==> config.mk <==
export PLATFORM = sky130hd
export DESIGN_NAME = uart_rx
export DESIGN_NICKNAME = d
export VERILOG_FILES = /design/src/rtl/uart_rx.sv
export SDC_FILE = /design/constraint.sdc
export NUM_CORES = 1
export LEC_CHECK = 0
export ABC_AREA = 0
export BUFFER_PORTS_ARGS = -buffer_cell sky130_fd_sc_hd__buf_2
export CAP_MARGIN = 20
export CORE_MARGIN = 4
export CORE_UTILIZATION = 25
export DETAILED_ROUTE_END_ITERATION = 16
export GPL_TIMING_DRIVEN = 0
export PLACE_DENSITY = 0.39
export SYNTH_ARGS = -nofsm -noshare
export SYNTH_HDL_FRONTEND = slang
export SYNTH_SLANG_ARGS = --single-unit
==> constraint.sdc <==
create_clock -name clk -period 3.4 [get_ports clk]
set_input_delay 0.34 -clock clk [delete_from_list [all_inputs] [get_ports clk]]
set_output_delay 0.34 -clock clk [all_outputs]
set_load 0.01 [all_outputs]
==> src/rtl/uart_rx.sv <==
// uart_rx: 16x-oversampled UART receiver with majority-vote bit decisions
// and a ready/ack hold register. Frame: start, 8 data bits LSB first,
// optional parity bit, one stop bit.
module uart_rx #(
  parameter string PARITY = "ODD"
) (
  input  logic       clk,
  input  logic       rst,
  input  logic       rx_bd_en,
  input  logic       rx,
  output logic [7:0] rx_data,
  output logic       rx_rdy,
  input  logic       rx_ack,
  output logic       rx_perr,
  output logic       rx_ferr,
  output logic       rx_ovr
);

  localparam bit HAS_PARITY = (PARITY != "NONE");
  // Expected XOR over data plus parity bit: 1 for odd parity, 0 for even.
  localparam bit PAR_EXPECT = (PARITY == "ODD");

  typedef enum logic [2:0] {
    ST_IDLE,
    ST_START,
    ST_DATA,
    ST_PARITY,
    ST_STOP,
    ST_BREAK
  } state_t;

  // Synchronizer and edge-detect history.
  logic       rx_meta_q, rx_meta_d;
  logic       rx_s_q,    rx_s_d;
  logic       rx_prev_q, rx_prev_d;

  // Framing state.
  state_t     state_q,   state_d;
  logic [3:0] tcnt_q,    tcnt_d;
  logic [2:0] bcnt_q,    bcnt_d;
  logic       samp7_q,   samp7_d;
  logic       samp8_q,   samp8_d;
  logic [7:0] shift_q,   shift_d;
  logic       perr_frame_q, perr_frame_d;

  // Hold register seen by the consumer.
  logic [7:0] rx_data_q, rx_data_d;
  logic       rx_rdy_q,  rx_rdy_d;
  logic       rx_perr_q, rx_perr_d;
  logic       rx_ferr_q, rx_ferr_d;
  logic       rx_ovr_q,  rx_ovr_d;

  logic       majority;
  logic       decide;
  logic       wrap;
  logic       falling;
  logic       deliver;
  logic       frame_err;

  // Two-flop synchronizer plus one more flop for falling-edge detection.
  always_comb begin
    rx_meta_d = rx;
    rx_s_d    = rx_meta_q;
    rx_prev_d = rx_s_q;
  end

  // Shared decision terms: the third sample is the live value at tcnt 9.
  always_comb begin
    majority = (samp7_q & samp8_q) | (samp7_q & rx_s_q) | (samp8_q & rx_s_q);
    decide   = rx_bd_en && (tcnt_q == 4'd9);
    wrap     = rx_bd_en && (tcnt_q == 4'd15);
    falling  = rx_prev_q && !rx_s_q;
  end

  // Next-state logic for the framing FSM, tick counter and shift register.
  always_comb begin
    state_d      = state_q;
    tcnt_d       = tcnt_q;
    bcnt_d       = bcnt_q;
    samp7_d      = samp7_q;
    samp8_d      = samp8_q;
    shift_d      = shift_q;
    perr_frame_d = perr_frame_q;
    deliver      = 1'b0;
    frame_err    = 1'b0;

    if ((state_q == ST_START || state_q == ST_DATA ||
         state_q == ST_PARITY || state_q == ST_STOP) && rx_bd_en) begin
      tcnt_d = tcnt_q + 4'd1;
      if (tcnt_q == 4'd7) samp7_d = rx_s_q;
      if (tcnt_q == 4'd8) samp8_d = rx_s_q;
    end

    case (state_q)
      ST_IDLE: begin
        if (falling) begin
          tcnt_d       = 4'd0;
          perr_frame_d = 1'b0;
          state_d      = ST_START;
        end
      end
      ST_START: begin
        if (decide && majority) begin
          state_d = ST_IDLE;
        end else if (wrap) begin
          bcnt_d  = 3'd0;
          state_d = ST_DATA;
        end
      end
      ST_DATA: begin
        if (decide) shift_d[bcnt_q] = majority;
        if (wrap) begin
          if (bcnt_q == 3'd7) begin
            state_d = HAS_PARITY ? ST_PARITY : ST_STOP;
          end else begin
            bcnt_d = bcnt_q + 3'd1;
          end
        end
      end
      ST_PARITY: begin
        if (decide) perr_frame_d = ((^shift_q) ^ majority) != PAR_EXPECT;
        if (wrap) state_d = ST_STOP;
      end
      ST_STOP: begin
        // Leave on the decision rather than the wrap so a start edge that
        // follows immediately is not missed.
        if (decide) begin
          if (majority) begin
            deliver = 1'b1;
            state_d = ST_IDLE;
          end else begin
            frame_err = 1'b1;
            state_d   = ST_BREAK;
          end
        end
      end
      ST_BREAK: begin
        if (rx_s_q) state_d = ST_IDLE;
      end
      default: state_d = ST_IDLE;
    endcase
  end

  // Hold register and handshake: a delivery either loads (slot free or
  // being acked this clk) or is dropped as an overrun.
  always_comb begin
    rx_data_d = rx_data_q;
    rx_rdy_d  = rx_rdy_q;
    rx_perr_d = rx_perr_q;
    rx_ovr_d  = rx_ovr_q;
    rx_ferr_d = frame_err;

    if (deliver && (!rx_rdy_q || rx_ack)) begin
      rx_data_d = shift_q;
      rx_perr_d = perr_frame_q;
      rx_rdy_d  = 1'b1;
      rx_ovr_d  = 1'b0;
    end else if (deliver) begin
      rx_ovr_d  = 1'b1;
    end else if (rx_rdy_q && rx_ack) begin
      rx_rdy_d  = 1'b0;
      rx_ovr_d  = 1'b0;
    end
  end

  // State registers; reset abandons any frame in progress.
  always_ff @(posedge clk or negedge rst) begin
    if (!rst) begin
      rx_meta_q    <= 1'b1;
      rx_s_q       <= 1'b1;
      rx_prev_q    <= 1'b1;
      state_q      <= ST_IDLE;
      tcnt_q       <= 4'd0;
      bcnt_q       <= 3'd0;
      samp7_q      <= 1'b0;
      samp8_q      <= 1'b0;
      shift_q      <= 8'd0;
      perr_frame_q <= 1'b0;
      rx_data_q    <= 8'd0;
      rx_rdy_q     <= 1'b0;
      rx_perr_q    <= 1'b0;
      rx_ferr_q    <= 1'b0;
      rx_ovr_q     <= 1'b0;
    end else begin
      rx_meta_q    <= rx_meta_d;
      rx_s_q       <= rx_s_d;
      rx_prev_q    <= rx_prev_d;
      state_q      <= state_d;
      tcnt_q       <= tcnt_d;
      bcnt_q       <= bcnt_d;
      samp7_q      <= samp7_d;
      samp8_q      <= samp8_d;
      shift_q      <= shift_d;
      perr_frame_q <= perr_frame_d;
      rx_data_q    <= rx_data_d;
      rx_rdy_q     <= rx_rdy_d;
      rx_perr_q    <= rx_perr_d;
      rx_ferr_q    <= rx_ferr_d;
      rx_ovr_q     <= rx_ovr_d;
    end
  end

  assign rx_data = rx_data_q;
  assign rx_rdy  = rx_rdy_q;
  assign rx_perr = rx_perr_q;
  assign rx_ferr = rx_ferr_q;
  assign rx_ovr  = rx_ovr_q;

endmodule

==> impl_metrics.ini <==
[global_routing]
grt_pass1_vias = 1290
grt_pass1_wl_um = 6320
track_usage = 0.0938
grt_max_degree = 37
antenna_found_initial = 0
grt_remaining_overflow = 0

[setup_path]
cp_cell_sequence = inv_1 > ha_1 > and4b_2 > nand4b_4 > a21oi_4 > mux2_2
critPathArrivalTime_ns = 2.16
rr_startpoint = tcnt_q[1]
crit_path_end_kind = flip-flop
reg2reg_depth = 6
criticalPathCategory = reg2reg
required_ns = 3.58
slowest_stage = dfrtp_1
cp_max_fo = 9
r2r_slack_ns = 1.42
reg2reg_to = rx_data[3]
start_kind = flip-flop
slowest_delay_ns = 0.41

[drt]
post-route-drc-count = 0
ant_nets = 0
drt_iter0_markers = 53
wl_per_cell_um = 12.8
drt_wl_total_um = 3590
post_drt_via_cell_ratio = 4.42
firstDrtPassIters = 4
vias = 1238

[placed_design]
hpwl_um = 2650
dp_cells = 272
globalplace.congestion = 0.753
dpl_cell_area_um2 = 2060
io_buffers = 16

[pwr]
p_leak_nw = 1.03
powerDensity_nw_per_um2 = 535
peakVddDrop_mv = 0.130
p_total_mw = 1.15

[yosys]
syn_avg_cell_area_um2 = 11.8
ys_seq_area_frac = 0.489
syn_inst = 157
synth_area_um2 = 1850
syn_nets = 167
ys_ff_latch = 36
synth_edf_count = 0
async_flop_share = 1.00
synth.largest_area_cell = dfrtp_1
synth.top_cell.area_share = 0.446
synth_cell_types = 39
ys_warn_count = 0
synth_area_leaders = dfrtp_1 45%, mux2_2 12%, dfstp_2 4.3%
yosys_most_used_dff = dfrtp_1

[final_layout]
multiInputGateArea_um2 = 907
nets = 190
fin_area_um2 = 2150
drive_gt1_frac = 0.320
regArea_um2 = 905
num_antenna_cells = 0
instances_no_fill = 280
syn2layout_area_growth_pct = 16.2
fill_cells = 763

[die]
die_area_um2 = 8850
rows = 31
core-area_um2 = 7210
die_y_um = 94.1
initial_core_util = 0.257
io_pins = 17
die_w_um = 94.1

[sta]
setup_tns_ns = 0
clock.fmax_mhz = 506
max_slew_margin = 0.458
worst_slew_pin_slew_ns = 0.814
skew_ns = 0.00566
setup_violations = 0
post-route-min-period_ns = 1.98
post-route-period-util = 0.582
rsz0062_at_grt = false
final-hold-violation-count = 0
drv_slew = 0

[hold_path]
min_path_type = in2async

[outcome]
status = completed

[job]
drv_cap = 0

[clock_network]
cts.sinks = 36
cts_buffers = 5
cts_hold_buf = 0
clock_latency_ns = 0.29
post_cts_resize_count = 0
cts_tree = yes
ctsHtreeMaxLevel = 2
path_clk_slew_ns = 0.08
post_cts_buffers = 0
root_buffer = clkbuf_8
clockBufferDepth = 2
-- metrics by stage --
step	setup WS, ns	utilization	hold slack (ns)
6_report	1.42	0.298	0.140
5_1_grt	1.28	0.298	0.124
4_1_cts	1.40	0.298	0.132
3_5_place_dp	1.40	0.285	0.349
3_3_place_gp	1.43	0.285	0.347
2_1_floorplan	1.63	-	0.0444
-- synthesized netlist by cell type (2+ instances only) --
cell / number
dfrtp_1: 33
mux2_2: 20
nand2_1: 12
nor2_1: 11
nand3_1: 6
ha_1: 5
inv_1: 5
nor2b_1: 5
xnor2_1: 5
o21ai_0: 4
xor2_1: 4
a21oi_1: 3
and3_1: 3
clkbuf_1: 3
dfstp_2: 3
mux2i_1: 3
nand2b_1: 3
nand4_1: 3
a22o_1: 2
a32o_1: 2
buf_2: 2
nand4b_4: 2
or3_1: 2
-- per-layer routing --
layer  up-vias  global-route usage  wire length (um)
li1        604                   -                 -
met5         -                   0                 0
met4         0              0.0433                66
met1       601               0.117              1700
met3         7              0.0321               148
met2        26               0.145              1680
-- placed cells by master (no fill, tap or decap), drive strengths merged --
master | synthesis | final
a2bb2oi | 1 | 1
nand2 | 12 | 12
nand4b | 2 | 2
nor3b | 1 | 1
nor4 | 3 | 3
clkbuf | 3 | 9
and4 | 1 | 1
xnor2 | 5 | 5
or4 | 1 | 1
mux2i | 3 | 3
a32o | 2 | 2
nor2 | 11 | 11
nand3b | 1 | 1
or3b | 1 | 1
a22o | 2 | 2
ha | 5 | 5
nand4 | 3 | 3
nand3 | 6 | 6
xor2 | 4 | 4
inv | 5 | 6
maj3 | 1 | 1
and4b | 1 | 1
clkinv | 0 | 1
a21oi | 4 | 4
nor2b | 5 | 5
nand2b | 3 | 3
buf | 2 | 18
o21ai | 5 | 5
a31o | 1 | 1
or3 | 2 | 2
mux2 | 20 | 20
xnor3 | 1 | 1
and3 | 3 | 3
dfrtp | 33 | 33
o22ai | 1 | 1
dfstp | 3 | 3
-- flip-flops by register name, summed over array words and instances (netlist names), 3 cells and up --
name and count:
shift_q 8, bcnt_q 3, state_q 3, rx_data 8, tcnt_q 4
-- kinds of logic (layout without fill, tap and decap cells) --
logic type	Yosys count	after routing	synth area share
XOR/XNOR	10	10	0.0547
flip-flops	36	36	0.489
multiplexers	23	23	0.138
adder cells (fa/ha/maj)	6	6	0.0392
AND/OR/NAND/NOR	56	56	0.193
AO/OA/AOI/OAI	16	16	0.0655
buffers and inverters	10	34	0.0216
-- how the worst max path moves through the flow --
stage / start / endpoint / slack (ns)
after detailed placement: tcnt_q[1] / rx_data[3] / 1.40
after floorplan: tcnt_q[1] / rx_data[0] / 1.63
final: tcnt_q[1] / rx_data[3] / 1.42
after global routing: tcnt_q[1] / rx_perr / 1.28
after CTS: tcnt_q[1] / rx_data[3] / 1.40
after global placement: tcnt_q[1] / rx_data[5] / 1.43
-- worst max-delay path: cells and delay by family, from the launching register on --
family	cells	cell delay [ns]
DFF	1	0.41
adders and majority gates	1	0.20
buffers and inverters	1	0.09
and+or+nand+nor	2	0.47
muxes	1	0.38
AOI/OAI and AO/OA	1	0.32
-- cell type report --
type | instances | share of cell area
Buffer | 5 | 0.00988
Clock buffer | 6 | 0.0384
Clock inverter | 2 | 0.00640
Inverter | 5 | 0.00872
Multi-Input combinational cell | 111 | 0.422
Sequential cell | 36 | 0.420
Tap cell | 99 | 0.0576
Timing Repair Buffer | 16 | 0.0372
-- report_power, final --
part           switching [mW]  internal [mW]  total (mW)  leakage (nW)
Combinational           0.162          0.124       0.286         0.503
Sequential             0.0612          0.482       0.543         0.474
Clock                   0.157          0.166       0.322        0.0516
Power figures use the tool's default switching activity.
